<file path="src/rtl/lvds_rx_framer.sv">
// DDR LVDS receive framer: assembles 32-bit I/Q frames, locks on sync bits.
// Define LVDS_RX_ERR_CNT_EN to build the saturating sync-error counter.
module lvds_rx_framer #(
   parameter int SYNC_LOSS_LIMIT = 3,
   parameter int ERR_CNT_W       = 16
) (
   input  logic                 i_ddr_clk,
   input  logic                 i_rst_b,
   input  logic [1:0]           i_ddr_data,
   input  logic                 i_rx_enable,
   input  logic                 i_fifo_full,
   input  logic                 i_clear_status,
   output logic                 o_fifo_write_clk,
   output logic                 o_fifo_push,
   output logic [31:0]          o_fifo_data,
   output logic                 o_rx_state_bit,
   output logic                 o_sync_err,
   output logic                 o_overflow,
   output logic [ERR_CNT_W-1:0] o_err_count
);

   typedef enum logic [1:0] {
      S_IDLE,
      S_HUNT,
      S_LOCKED
   } state_e;

   localparam logic [3:0] LIMIT   = 4'(SYNC_LOSS_LIMIT);
   localparam logic [4:0] ARM_RUN = 5'd16;

   state_e      state_q, state_d;
   logic [29:0] shift_q, shift_d;
   logic [4:0]  zero_run_q, zero_run_d;
   logic        armed_q, armed_d;
   logic [3:0]  bad_cnt_q, bad_cnt_d;
   logic [3:0]  phase_q, phase_d;
   logic        push_q, push_d;
   logic [31:0] data_q, data_d;
   logic        sync_err_q, sync_err_d;
   logic        overflow_q, overflow_d;

   logic [31:0] word;
   logic        is_valid;
   logic        is_idle;
   logic        good;

   assign word     = {shift_q, i_ddr_data};
   assign is_valid = (word[31:30] == 2'b10) && (word[15:14] == 2'b01);
   assign is_idle  = (word == 32'd0);

   always_comb begin
      shift_d    = word;
      zero_run_d = 5'd0;
      if (i_ddr_data == 2'b00) begin
         zero_run_d = (zero_run_q == ARM_RUN) ? ARM_RUN
                                              : zero_run_q + 5'd1;
      end
      state_d    = state_q;
      armed_d    = armed_q;
      bad_cnt_d  = bad_cnt_q;
      phase_d    = phase_q;
      push_d     = 1'b0;
      data_d     = data_q;
      sync_err_d = 1'b0;
      overflow_d = i_clear_status ? 1'b0 : overflow_q;
      good       = 1'b0;

      if (!i_rx_enable) begin
         state_d   = S_IDLE;
         armed_d   = 1'b0;
         bad_cnt_d = 4'd0;
         phase_d   = 4'd0;
      end else begin
         unique case (state_q)
            S_IDLE: begin
               state_d = S_HUNT;
               phase_d = 4'd0;
            end
            S_HUNT: begin
               if (phase_q == 4'd0) begin
                  // A nonzero pair after a long zero run marks frame start
                  if (armed_q || (zero_run_q >= ARM_RUN)) begin
                     armed_d = 1'b1;
                     if (i_ddr_data != 2'b00) phase_d = 4'd1;
                  end
               end else begin
                  phase_d = phase_q + 4'd1;
                  if (phase_q == 4'd15) begin
                     if (is_valid) begin
                        good    = 1'b1;
                        state_d = S_LOCKED;
                     end else begin
                        sync_err_d = 1'b1;
                        armed_d    = 1'b0;
                     end
                  end
               end
            end
            S_LOCKED: begin
               phase_d = phase_q + 4'd1;
               if (phase_q == 4'd15) begin
                  if (is_valid) begin
                     good      = 1'b1;
                     bad_cnt_d = 4'd0;
                  end else if (is_idle) begin
                     bad_cnt_d = 4'd0;
                  end else begin
                     sync_err_d = 1'b1;
                     if (bad_cnt_q + 4'd1 == LIMIT) begin
                        state_d   = S_HUNT;
                        armed_d   = 1'b0;
                        bad_cnt_d = 4'd0;
                     end else begin
                        bad_cnt_d = bad_cnt_q + 4'd1;
                     end
                  end
               end
            end
            default: begin
               state_d = S_IDLE;
               phase_d = 4'd0;
            end
         endcase
      end

      if (good) begin
         if (i_fifo_full) begin
            overflow_d = 1'b1;
         end else begin
            push_d = 1'b1;
            data_d = word;
         end
      end
   end

   always_ff @(posedge i_ddr_clk) begin
      if (!i_rst_b) begin
         state_q    <= S_IDLE;
         shift_q    <= '0;
         zero_run_q <= '0;
         armed_q    <= 1'b0;
         bad_cnt_q  <= '0;
         phase_q    <= '0;
         push_q     <= 1'b0;
         data_q     <= '0;
         sync_err_q <= 1'b0;
         overflow_q <= 1'b0;
      end else begin
         state_q    <= state_d;
         shift_q    <= shift_d;
         zero_run_q <= zero_run_d;
         armed_q    <= armed_d;
         bad_cnt_q  <= bad_cnt_d;
         phase_q    <= phase_d;
         push_q     <= push_d;
         data_q     <= data_d;
         sync_err_q <= sync_err_d;
         overflow_q <= overflow_d;
      end
   end

`ifdef LVDS_RX_ERR_CNT_EN
   logic [ERR_CNT_W-1:0] err_cnt_q, err_cnt_d;

   always_comb begin
      err_cnt_d = err_cnt_q;
      if (sync_err_d) begin
         if (err_cnt_q != '1) err_cnt_d = err_cnt_q + ERR_CNT_W'(1);
      end else if (i_clear_status) begin
         err_cnt_d = '0;
      end
   end

   always_ff @(posedge i_ddr_clk) begin
      if (!i_rst_b) err_cnt_q <= '0;
      else          err_cnt_q <= err_cnt_d;
   end

   assign o_err_count = err_cnt_q;
`else
   assign o_err_count = '0;
`endif

   assign o_fifo_write_clk = i_ddr_clk;
   assign o_fifo_push      = push_q;
   assign o_fifo_data      = data_q;
   assign o_rx_state_bit   = (state_q == S_LOCKED);
   assign o_sync_err       = sync_err_q;
   assign o_overflow       = overflow_q;

endmodule
</file>
<file path="config.mk">
export PLATFORM = sky130hd
export DESIGN_NAME = lvds_rx_framer
export DESIGN_NICKNAME = d
export VERILOG_FILES = /design/src/rtl/lvds_rx_framer.sv
export SDC_FILE = /design/constraint.sdc
export NUM_CORES = 1
export LEC_CHECK = 0
export ABC_CLOCK_PERIOD_IN_PS = 4000
export BUFFER_PORTS_ARGS = -buffer_cell sky130_fd_sc_hd__buf_4
export CAP_MARGIN = 10
export CORE_MARGIN = 5
export CORE_UTILIZATION = 59
export CTS_BUF_LIST = sky130_fd_sc_hd__clkbuf_4 sky130_fd_sc_hd__clkbuf_8 sky130_fd_sc_hd__clkbuf_16
export CTS_CLUSTER_SIZE = 25
export DETAILED_ROUTE_END_ITERATION = 12
export PLACE_DENSITY = 0.9
export SETUP_SLACK_MARGIN = 0.02
export SLEW_MARGIN = 20
export SYNTH_ARGS = -nofsm -noshare
export SYNTH_HDL_FRONTEND = slang
export SYNTH_SLANG_ARGS = --single-unit
export TNS_END_PERCENT = 5
</file>
<file path="constraint.sdc">
create_clock -name i_ddr_clk -period 4 [get_ports i_ddr_clk]
set_clock_uncertainty 0.2 [all_clocks]
set_input_delay 0.6 -clock i_ddr_clk [delete_from_list [all_inputs] [get_ports i_ddr_clk]]
set_output_delay 0.6 -clock i_ddr_clk [all_outputs]
set_load 0.02 [all_outputs]
</file>
* Word-level counts from Yosys, hierarchy flattened *
Cells that the tools add are included.

storage, ports and cells
  bits in read-only memories = 0
  flip-flop bits (word level) = 81
  bits in writable memories = 0
  input port bits = 7
  output and inout port bits = 53
  memories = 0
  latch bits = 0

operators by class
  shift-type cells = 0
  reduce and logical (&&, ||, !) cells = 17
  add/sub/neg operators = 3
  div/mod/pow operators = 0
  $lt $le $gt $ge = 1
  muxes and demuxes = 41
  eq/ne operators = 18
  bitwise logic cells = 3
  multipliers = 0

operators with widths
  kind                 count
  $logic_not 32->1     1
  $mux 4               6
  $mux 1               22
  $mux 2               7
  $ne 3x3->1 const B   4
  $reduce_and 2->1     6
  $ne 2x2->1 const B   5
  $add 4x1->4 const B  2
  $pmux 4 s2           1
  $reduce_and 8->1     1
  $reduce_and 7->1     1
  $pmux 1 s2           3
  $pmux 2 s3           1
  $add 5x1->5 const B  1
  $eq 5x5->1 const B   1
  $ge 5x5->1 const B   1
  $mux 5               1
  $eq 2x1->1 const B   2
  $eq 2x2->1 const B   2
  $eq 4x2->1 const B   1
  $eq 4x4->1 const B   1
  $logic_not 2->1      2
  $logic_not 4->1      1
  $ne 2x1->1 const B   2
  5 further kinds      8

* Depth between registers and ports, before layout *
  depth in word-level cells = 8
  mapped depth = 9

==> flow_summary.yaml <==
drt:
  drtAntennaViolNets: 0
  firstDrtPassIters: 7
  drc: 0
  wirelength_um: 6810
  vias: 2534
  avgRoutedWirePerCell_um: 14.4
  drtIter0Drc: 204
  vias_per_cell: 5.35
worst_hold_path:
  hp-class: "in -> reg"
sta:
  report.final.slew_viol_count: 0
  hold_viol_final: 0
  setup_tns_ns: 0
  grt_setup_unrepaired: "no"
  tightestPinTransition_ns: 0.627
  setup_violations: 0
  slew_headroom: 0.577
  fin_ws_ns: 0.829
logic_synthesis:
  ys_seq_area_frac: 0.503
  syn_inst: 359
  ys_ff_latch: 81
  syn-cell-area_um2: 3230
  yosysWarnings: 0
  synthArstFlopShare: 0
  ys_types: 49
  synth_edf_count: 0
  synth_ff_type: "dfxtp_1"
  syn_area_per_cell_um2: 8.99
global_route:
  grt_start_max_net_pins: 65
  gr-total-overflow: 0
  grt_use_total: 0.204
  grt_first_pass_wirelength_um: 11400
  grt_pass1_vias: 2480
  antenna_found_initial: 0
cells_and_area:
  area_growth_syn_to_layout_pct: 13.8
  final_cell_mix: "dfxtp_1 (81), inv_1 (44), buf_4 (43), nand2_1 (40), nand3_1 (38)"
  final_common_cell: "dfxtp_1"
  fin_nets: 414
  insertedDiodeCount: 0
  layout-drive-gt1-share: 0.184
clocking:
  holdBufCountCts: 0
  ctsResizeCount: 0
  path_clk_slew_ns: 0.07
  cts_tree: "done"
  clk_latency_ns: 0.46
  cts_setup_buffers: 0
die:
  ios: 60
  die_x_um: 84.0
  die_h_um: 84.0
  dieArea_um2: 7050
  num_rows: 27
  start_util: 0.597
  core_area_um2: 5410
pwr:
  clkPwrFrac: 0.453
  p_int_w: 0.00123
  pwr-share-seq: 0.511
  p_leak_nw: 1.66
  powerDensity_nw_per_um2: 434
  peakVddDrop_mv: 0.360
  p_sw_w: 0.000365
  switching_share: 0.229
  p_comb_frac: 0.036
worst_setup_path:
  cp_top_family: "buffers and inverters"
  cp.arrival_ns: 2.37
  crit_required_ns: 3.20
  worstPathMaxFanout: 2
  crit_chain: "clkbuf_8 > clkbuf_8 > buf_4"
  worst_setup_path_end_kind: "output port"
  path_class: "clk -> out"
  startpoint_type: "clock port"
  cp_slowest_cell: "buf_4"
  max_stage_delay_ns: 0.14
  path_buf_inv: 3
  crit_top_cell: "clkbuf_8"
placed_design:
  port_buffers: 43
  dp_slack_ns: 1.07
  gp_congestion: 0.845
  dp_hpwl_um: 4530
flow_run:
  cap_violations: 0
run_status:
  outcome: "complete, no violations"
flip-flops by register name, indices dropped and copies added, names as in the netlist:
| name | flops |
|---|---|
| o_fifo_push | 1 |
| bad_cnt_q | 4 |
| zero_run_q | 5 |
| o_overflow | 1 |
| o_sync_err | 1 |
| shift_q | 30 |
| state_q | 2 |
| armed_q | 1 |
| phase_q | 4 |
| o_fifo_data | 32 |
power groups by stage:
stage | registers (W) | logic (W) | clock network, W
floorplan | 0.000832 | 0.0000579 | 0.0000292
global placement | 0.000833 | 0.0000537 | 0.0000292
detailed placement | 0.000833 | 0.0000554 | 0.0000292
CTS | 0.000814 | 0.0000558 | 0.000729
global route | 0.000815 | 0.0000623 | 0.000777
finish | 0.000814 | 0.0000571 | 0.000723
cells in the mapped netlist, types with 2 or more instances:
cell / number / area, um^2
o21ai_0: 5 / 25.0
nand2_1: 40 / 150
inv_1: 44 / 165
nor2_1: 11 / 41.3
and2_1: 3 / 18.8
a211oi_1: 2 / 15.0
a21oi_2: 2 / 17.5
o21ai_1: 28 / 140
a31o_2: 2 / 17.5
and3_2: 2 / 15.0
nand2b_1: 3 / 18.8
dfxtp_1: 81 / 1620
ha_1: 10 / 125
nor4_1: 8 / 50.1
o2111ai_1: 2 / 17.5
buf_2: 2 / 10.0
nor3_1: 2 / 10.0
nand3_1: 38 / 190
clkbuf_1: 4 / 15.0
a21oi_1: 8 / 40.0
buf_6: 10 / 113
nand4_1: 3 / 18.8
buf_4: 17 / 128
or3_1: 4 / 25.0
xor2_1: 4 / 35.0
layout make-up:
cell class                 instances  area, um^2
multi-input combinational        215        1220
fill                             424        1730
clock buffer                      16         208
timing repair buffer              42         315
inverter                          44         165
sequential                        81        1620
clock inverter                     4        51.3
tap                               72        90.1
worst register-to-register path, cell delays in order (launching register included):
cell and delay, ns:
dfxtp_1 0.35, inv_1 0.07, ha_1 0.16, or3b_2 0.46, a21oi_1 0.30, or4b_4 0.58, nand3_1 0.20, o21ai_1 0.12
metal layers:
layer  track usage  vias up  wire, um
met5             0        -         0
met4         0.102        0       174
li1              -     1242         -
met2         0.344       94      3390
met3        0.0602       20       480
met1         0.233     1178      2760
per-stage QoR:
stage	hold slack (ns)	instances	cell area, um^2	utilization	power, W
2_1_floorplan	0.229	374	3280	-	0.000919
3_3_place_gp	0.242	455	3420	0.632	0.000916
3_5_place_dp	0.252	455	3420	0.632	0.000918
4_1_cts	0.186	474	3670	0.678	0.00160
5_1_grt	0.185	474	3670	0.679	0.00165
6_report	0.196	474	3670	0.679	0.00159
path summary, 6_finish.rpt:
| check | to | depth (start not counted) | start | slack [ns] |
|---|---|---|---|---|
| worst max register to register | o_fifo_data[0]$_SDFFE_PN0P_ | 7 | phase_q[0]$_SDFFE_PN0P_ | 1.50 |
| worst min-delay path | shift_q[0]$_SDFF_PN0_ | 3 | i_ddr_data[0] | 0.20 |
| worst min register to register | o_fifo_data[5]$_SDFFE_PN0P_ | 2 | o_fifo_data[5]$_SDFFE_PN0P_ | 0.26 |
| worst max-delay path | o_fifo_write_clk | 3 | i_ddr_clk | 0.83 |
kinds of logic (layout without fill, tap and decap cells):
group	after synthesis	in the layout	share of synthesized area
simple gates	125	125	0.196
flops	81	81	0.503
buf+inv	78	106	0.138
compound gates	58	58	0.106
fa+ha+maj	10	10	0.0388
xor+xnor	5	5	0.0136
other cells	1	16	0.00116
mux	1	1	0.00349
(Power assumes the default switching activity.)
